--- src/rtl/stft_interp_sequencer_pkg.sv ---
// rtl/stft_interp_sequencer_pkg.sv - shared constants and types for the STFT interpolation sequencer
package stft_pkg;

    localparam int COEFF_W = 28;

    localparam logic [1:0] PH_MASTER = 2'd0;
    localparam logic [1:0] PH_3Q     = 2'd1;
    localparam logic [1:0] PH_HALF   = 2'd2;
    localparam logic [1:0] PH_1Q     = 2'd3;

    typedef enum logic {
        S_LOAD = 1'b0,
        S_PLAY = 1'b1
    } state_t;

endpackage

--- src/rtl/stft_interp_sequencer_transformer.sv ---
// rtl/stft_interp_sequencer_transformer.sv - floor blends of master/slave coefficients at 3/4, 1/2, 1/4
module transformer
    import stft_pkg::*;
(
    input  logic               en,
    input  logic [COEFF_W-1:0] master_coeff,
    input  logic [COEFF_W-1:0] slave_coeff,
    output logic [COEFF_W-1:0] three_quarters,
    output logic [COEFF_W-1:0] half,
    output logic [COEFF_W-1:0] quarter
);

    logic [COEFF_W+1:0] m_ext;
    logic [COEFF_W+1:0] s_ext;
    logic [COEFF_W+1:0] sum_3q;
    logic [COEFF_W+1:0] sum_half;
    logic [COEFF_W+1:0] sum_1q;

    // Two guard bits make 3m+s and m+3s exact; the shifted results always fit back in COEFF_W
    always_comb begin
        m_ext          = {2'b00, master_coeff};
        s_ext          = {2'b00, slave_coeff};
        sum_3q         = (m_ext << 1) + m_ext + s_ext;
        sum_half       = m_ext + s_ext;
        sum_1q         = m_ext + (s_ext << 1) + s_ext;
        three_quarters = en ? sum_3q[COEFF_W+1:2] : '0;
        half           = en ? sum_half[COEFF_W:1] : '0;
        quarter        = en ? sum_1q[COEFF_W+1:2] : '0;
    end

endmodule

--- src/rtl/stft_interp_sequencer.sv ---
// rtl/stft_interp_sequencer.sv - double-buffered STFT frame store played out as four blended sub-frames
module stft_interp_sequencer
    import stft_pkg::*;
#(
    parameter int NUM_BINS = 64,
    parameter int BIN_W    = $clog2(NUM_BINS)
) (
    input  logic                      clk,
    input  logic                      rst_n,
    input  logic                      in_valid,
    output logic                      in_ready,
    input  logic [COEFF_W-1:0]        in_coeff,
    input  logic                      in_last,
    output logic                      out_valid,
    input  logic                      out_ready,
    output logic [COEFF_W-1:0]        out_coeff,
    output logic [BIN_W-1:0]          out_bin,
    output logic [1:0]                out_phase,
    output logic                      out_last,
    output logic                      primed,
    output logic                      frame_err
);

    localparam logic [BIN_W-1:0] MAX_BIN = BIN_W'(NUM_BINS - 1);

    state_t             state;
    state_t             state_nxt;
    logic [BIN_W-1:0]   wr_bin;
    logic [BIN_W-1:0]   rd_bin;
    logic [1:0]         phase;
    logic               mst_sel;

    logic [COEFF_W-1:0] bank0 [NUM_BINS];
    logic [COEFF_W-1:0] bank1 [NUM_BINS];

    logic               in_acc;
    logic               wr_last_bin;
    logic               out_load;
    logic               play_last;
    logic [COEFF_W-1:0] master_coeff;
    logic [COEFF_W-1:0] slave_coeff;
    logic [COEFF_W-1:0] blend_3q;
    logic [COEFF_W-1:0] blend_half;
    logic [COEFF_W-1:0] blend_1q;
    logic [COEFF_W-1:0] next_coeff;

    assign in_acc      = in_valid & in_ready;
    assign wr_last_bin = (wr_bin == MAX_BIN);
    assign out_load    = (state == S_PLAY) && (!out_valid || out_ready);
    assign play_last   = (rd_bin == MAX_BIN) && (phase == PH_1Q);

    // Master bank is named by mst_sel; the slave bank is always the other one
    always_comb begin
        master_coeff = mst_sel ? bank1[rd_bin] : bank0[rd_bin];
        slave_coeff  = mst_sel ? bank0[rd_bin] : bank1[rd_bin];
    end

    transformer u_transformer (
        .en             (1'b1),
        .master_coeff   (master_coeff),
        .slave_coeff    (slave_coeff),
        .three_quarters (blend_3q),
        .half           (blend_half),
        .quarter        (blend_1q)
    );

    // Select the coefficient for the current sub-frame
    always_comb begin
        next_coeff = master_coeff;
        case (phase)
            PH_3Q:   next_coeff = blend_3q;
            PH_HALF: next_coeff = blend_half;
            PH_1Q:   next_coeff = blend_1q;
            default: next_coeff = master_coeff;
        endcase
    end

    // State register
    always_ff @(posedge clk or negedge rst_n) begin
        if (!rst_n) begin
            state <= S_LOAD;
        end else begin
            state <= state_nxt;
        end
    end

    // Next-state and input handshake
    always_comb begin
        state_nxt = state;
        in_ready  = 1'b0;
        case (state)
            S_LOAD: begin
                in_ready = 1'b1;
                if (in_acc && wr_last_bin && primed) begin
                    state_nxt = S_PLAY;
                end
            end
            S_PLAY: begin
                if (out_load && play_last) begin
                    state_nxt = S_LOAD;
                end
            end
            default: state_nxt = S_LOAD;
        endcase
    end

    // Bank write: incoming frames always land in the slave bank; contents survive reset
    always_ff @(posedge clk) begin
        if (in_acc) begin
            if (mst_sel) begin
                bank0[wr_bin] <= in_coeff;
            end else begin
                bank1[wr_bin] <= in_coeff;
            end
        end
    end

    // Counters, bank select and status flags
    always_ff @(posedge clk or negedge rst_n) begin
        if (!rst_n) begin
            wr_bin    <= '0;
            rd_bin    <= '0;
            phase     <= PH_MASTER;
            mst_sel   <= 1'b0;
            primed    <= 1'b0;
            frame_err <= 1'b0;
        end else begin
            if (in_acc) begin
                wr_bin <= wr_bin + 1'b1;
                if (in_last != wr_last_bin) begin
                    frame_err <= 1'b1;
                end
                if (wr_last_bin) begin
                    if (!primed) begin
                        mst_sel <= ~mst_sel;
                        primed  <= 1'b1;
                    end else begin
                        rd_bin <= '0;
                        phase  <= PH_MASTER;
                    end
                end
            end
            if (out_load) begin
                rd_bin <= rd_bin + 1'b1;
                if (rd_bin == MAX_BIN) begin
                    phase <= phase + 2'd1;
                end
                if (play_last) begin
                    mst_sel <= ~mst_sel;
                    wr_bin  <= '0;
                end
            end
        end
    end

    // Output register: loads when empty or being consumed, otherwise holds under back-pressure
    always_ff @(posedge clk or negedge rst_n) begin
        if (!rst_n) begin
            out_valid <= 1'b0;
            out_last  <= 1'b0;
            out_coeff <= '0;
            out_bin   <= '0;
            out_phase <= PH_MASTER;
        end else if (out_load) begin
            out_valid <= 1'b1;
            out_last  <= play_last;
            out_coeff <= next_coeff;
            out_bin   <= rd_bin;
            out_phase <= phase;
        end else if (out_ready) begin
            out_valid <= 1'b0;
            out_last  <= 1'b0;
        end
    end

endmodule

--- config.mk ---
export PLATFORM = sky130hd
export DESIGN_NAME = stft_interp_sequencer
export DESIGN_NICKNAME = d
export VERILOG_FILES = /design/src/rtl/stft_interp_sequencer_pkg.sv /design/src/rtl/stft_interp_sequencer_transformer.sv /design/src/rtl/stft_interp_sequencer.sv
export SDC_FILE = /design/constraint.sdc
export NUM_CORES = 2
export LEC_CHECK = 0
export BUFFER_PORTS_ARGS = -buffer_cell sky130_fd_sc_hd__buf_2
export CORE_MARGIN = 1.5
export CORE_UTILIZATION = 55
export DETAILED_ROUTE_END_ITERATION = 10
export PLACE_DENSITY_LB_ADDON = 0.08
export SLEW_MARGIN = 5
export SYNTH_ARGS = -nofsm -noshare
export SYNTH_HDL_FRONTEND = slang
export SYNTH_SLANG_ARGS = --single-unit
--- constraint.sdc ---
create_clock -name clk -period 19.5 [get_ports clk]
set_input_delay 1.95 -clock clk [delete_from_list [all_inputs] [get_ports clk]]
set_output_delay 1.95 -clock clk [all_outputs]
set_load 0.01 [all_outputs]
==> results.md <==
- Status: finished, violations left
- Violations in the final reports: capacitance limit
- FMAX: 97.4 MHz
- # fillers: 18.4k
- First-pass DRT Iterations: 8
- Design Area, Final: 164000 um^2
- Tightest Hold Check Type: flop to flop
- Yosys cell types: 79
- Crit. End Element: flop
- Max-Cap Viols: 1
- Ranking of synthesized cells by area: edfxtp_1 (74%), mux4_2 (12%), mux2i_1 (3.0%)
- Final hold vios: 0
- Total die area: 269000 um^2
- Routed wire length: 412 mm
- Leak: 0.0522 uW
- First-pass GRT wire length: 576 mm
- CTS tree: built
- Largest area contributor in the netlist: edfxtp_1
- Data required time of the worst path: 20.28 ns
- Post-CTS setup buffer count: 0
- Synth Area in Compound Gates: 4.78%
- Startpoint Class: flop
- Clock Tree Buf Depth: 4
- Footprint of the multi-input gates: 35700 um^2
- Yosys reg bits: 3640
- Placement Cell Area: 152000 um^2
- Largest net degree at the start of global routing: 122
- Tmin final: 10.27 ns
- Layout cell share with drive strength beyond 1: 23.6%
- Final GP Congestion: 0.949
- Slew margin rel.: 1.67%
- Hold EP: out_bin[1]
- Part of the cycle the worst path needs: 52.7%
- FF-to-FF Start: rd_bin[0]
- Nets@finish: 7692
- Post-CTS sizing: 0
- Overall routing resource usage: 30.6%
- Final slew viol count: 0
- Area share of the largest cell type after synthesis: 73.6%
- Final ANT Viol Nets: 0
- Post-Syn Area: 146000 um^2
- Critical path class: flop to flop
- TritonCTS Sinks: 3640
- Initial antenna violation count: 29
- Asr flop ratio synth: 1.54%
- Drt wl/cell: 36.3 um
- DRC: 0
- Main combinational cell family by area after synthesis: multiplexers
- Mapped Avg Cell Area: 20.3 um^2
- Post-synth EDFFs: 3584
- Cell count after synthesis: 7197
- Hold path start: out_bin[1]
- Simple-gate share of the synthesized area: 1.87%
- Place WS: 9.58 ns
- Setup violations, final: 0
- Final worst setup slack: 9.23 ns
- Clock root buffer: clkbuf_16
- GR Overflow Total: 0
- Vias in the first global route: 75.0k
- Clock Latency Late Sink: 0.93 ns
- Die X: 519 um
- Top Ports: 74
- Power per cell area: 141 nW/um^2
- Hold path cells: 2
- Mapped Nets: 7374
- Final Core Density: 61.9%
- RSZ-0062 raised after global routing: false
- Area growth, synth to finish: 12.1%
- Top cells by count, synth: edfxtp_1 (3584), mux4_2 (773), mux2i_1 (440)
- Sequential share of the synthesized area: 74.6%
- Core area: 265000 um^2
- Number of synthesis warnings: 0
- Post-Synth Adder-Cell Area: 1.53%
- Primary FF master, synth: edfxtp_1
- H-tree levels: 5
- Final setup TNS: 0 ns
- Die height: 519 um
- Cell with the most instances after synthesis: edfxtp_1
- Number of port buffers: 73
- TritonCTS Buffers: 371
- Post-synthesis mux area share: 15.1%
- Max FO, Critical Path: 93
- VDD IR-drop max: 167 uV
- Via/cell ratio: 6.73
- Cts hold-fix bufs: 0
- Worst-margin pin slew: 1.47 ns
- Clk pin slew, worst setup/hold paths: 0.06 ns
- Worst EP arrival: 11.05 ns
- R2R cell count: 21
- HPWL after DPL: 235 mm
- DR vias: 76.4k
- Core Rows: 189
- Starting Density: 55.2%
- DR iter-0 viols: 10.7k
- FF-to-FF End: out_coeff[25]
- FF/Latch Area: 109000 um^2
- Clock Skews: 0.0658 ns
- Synth Area in XOR/XNOR: 0.431%
- Reg-to-reg slack, setup: 9.23 ns
## metal layers
layer,global-route usage (%),part of all wire [%]
met5,0,0.012
met4,7.96,2.8
met2,46.5,46
met1,45.9,41
met3,6.16,10
## final cells by class
cell class                 instances  share of cell area (%)
antenna                           10                  0.0153
clock buffer                     454                    5.94
clock inverter                   213                    1.26
inverter                          40                  0.0985
multi-input combinational       3103                    21.8
sequential                      3640                    66.5
tap                             3533                    2.70
timing repair buffer             359                    1.66
## cell families after synthesis
group / after synthesis
compound gates: 1041
mux: 1230
fa+ha+maj: 144
buf+inv: 454
simple gates: 616
xor+xnor: 72
flops: 3640
## cell usage in the layout (no fill, tap or decap), drive strengths merged, types with 10 or more instances in the layout
master,synthesis,final
a2111oi,21,21
a211oi,65,65
a21o,62,62
a21oi,218,218
a221oi,18,18
and2,13,13
buf,215,359
bufinv,0,35
clkbuf,199,454
clkinv,0,155
clkinvlp,0,10
dfrtp,56,56
diode,0,10
edfxtp,3584,3584
fa,57,57
ha,87,87
inv,40,53
mux2,14,14
mux2i,440,440
mux4,776,776
nand2,185,185
nand2b,16,16
nand3,29,29
nand4,12,12
nor2,247,247
nor2b,13,13
nor3,43,43
o21ai,183,183
o21bai,23,23
o221ai,176,176
o22ai,163,163
o311ai,12,12
o31ai,24,24
or3,21,21
xnor2,45,45
xor2,27,27
## registers in the layout, indices dropped and copies added (netlist names)
name and cells:
mst_sel 1, out_phase 2, out_bin 6, state 1
out_coeff 28, primed 1, frame_err 1, out_valid 1
phase 2, out_last 1, wr_bin 6, rd_bin 6
bank1 1792, bank0 1792
## worst max-delay path, cell delays in order, from the launching register on
cell and delay (ns):
dfrtp_4 0.90, buf_4 0.70, buf_12 0.60, buf_4 0.78, mux4_2 0.39, o21ai_0 0.09, a2111oi_1 1.30, a21oi_1 0.28
mux2i_1 0.65, fa_1 0.55, ha_1 0.36, a21oi_1 0.17, o21bai_1 0.14, a2111oi_0 0.78, o31ai_1 0.26, a41oi_1 0.42
o21ai_0 0.33, a41oi_1 0.42, o31ai_1 0.16, xor2_1 0.16, a221oi_1 0.30, a21oi_1 0.12
## how the worst max path moves through the flow
stage	start	to	slack (ns)	depth (start not counted)
2_1_floorplan	rd_bin[0]	out_coeff[25]	13.04	28
3_3_place_gp	rd_bin[0]	out_coeff[25]	9.56	21
3_5_place_dp	rd_bin[0]	out_coeff[25]	9.58	21
4_1_cts	rd_bin[0]	out_coeff[25]	9.56	23
5_1_grt	rd_bin[0]	out_coeff[25]	8.73	23
6_report	rd_bin[0]	out_coeff[25]	9.23	21
## power breakdown
part           switching, uW  internal [uW]  total, uW
logic                   4590           2790       7380
clock network           2950           4020       6970
registers               79.7           8620       8700
## per-stage QoR
step	power [uW]	hold slack, ns	std cells
floorplan	13700	0.493	7197
global placement	16100	0.458	10675
detailed placement	16100	0.460	10675
CTS	23000	0.474	11342
global route	23900	0.498	11344
finish	23100	0.473	11352
No activity file was read; power rests on OpenSTA's default activity.
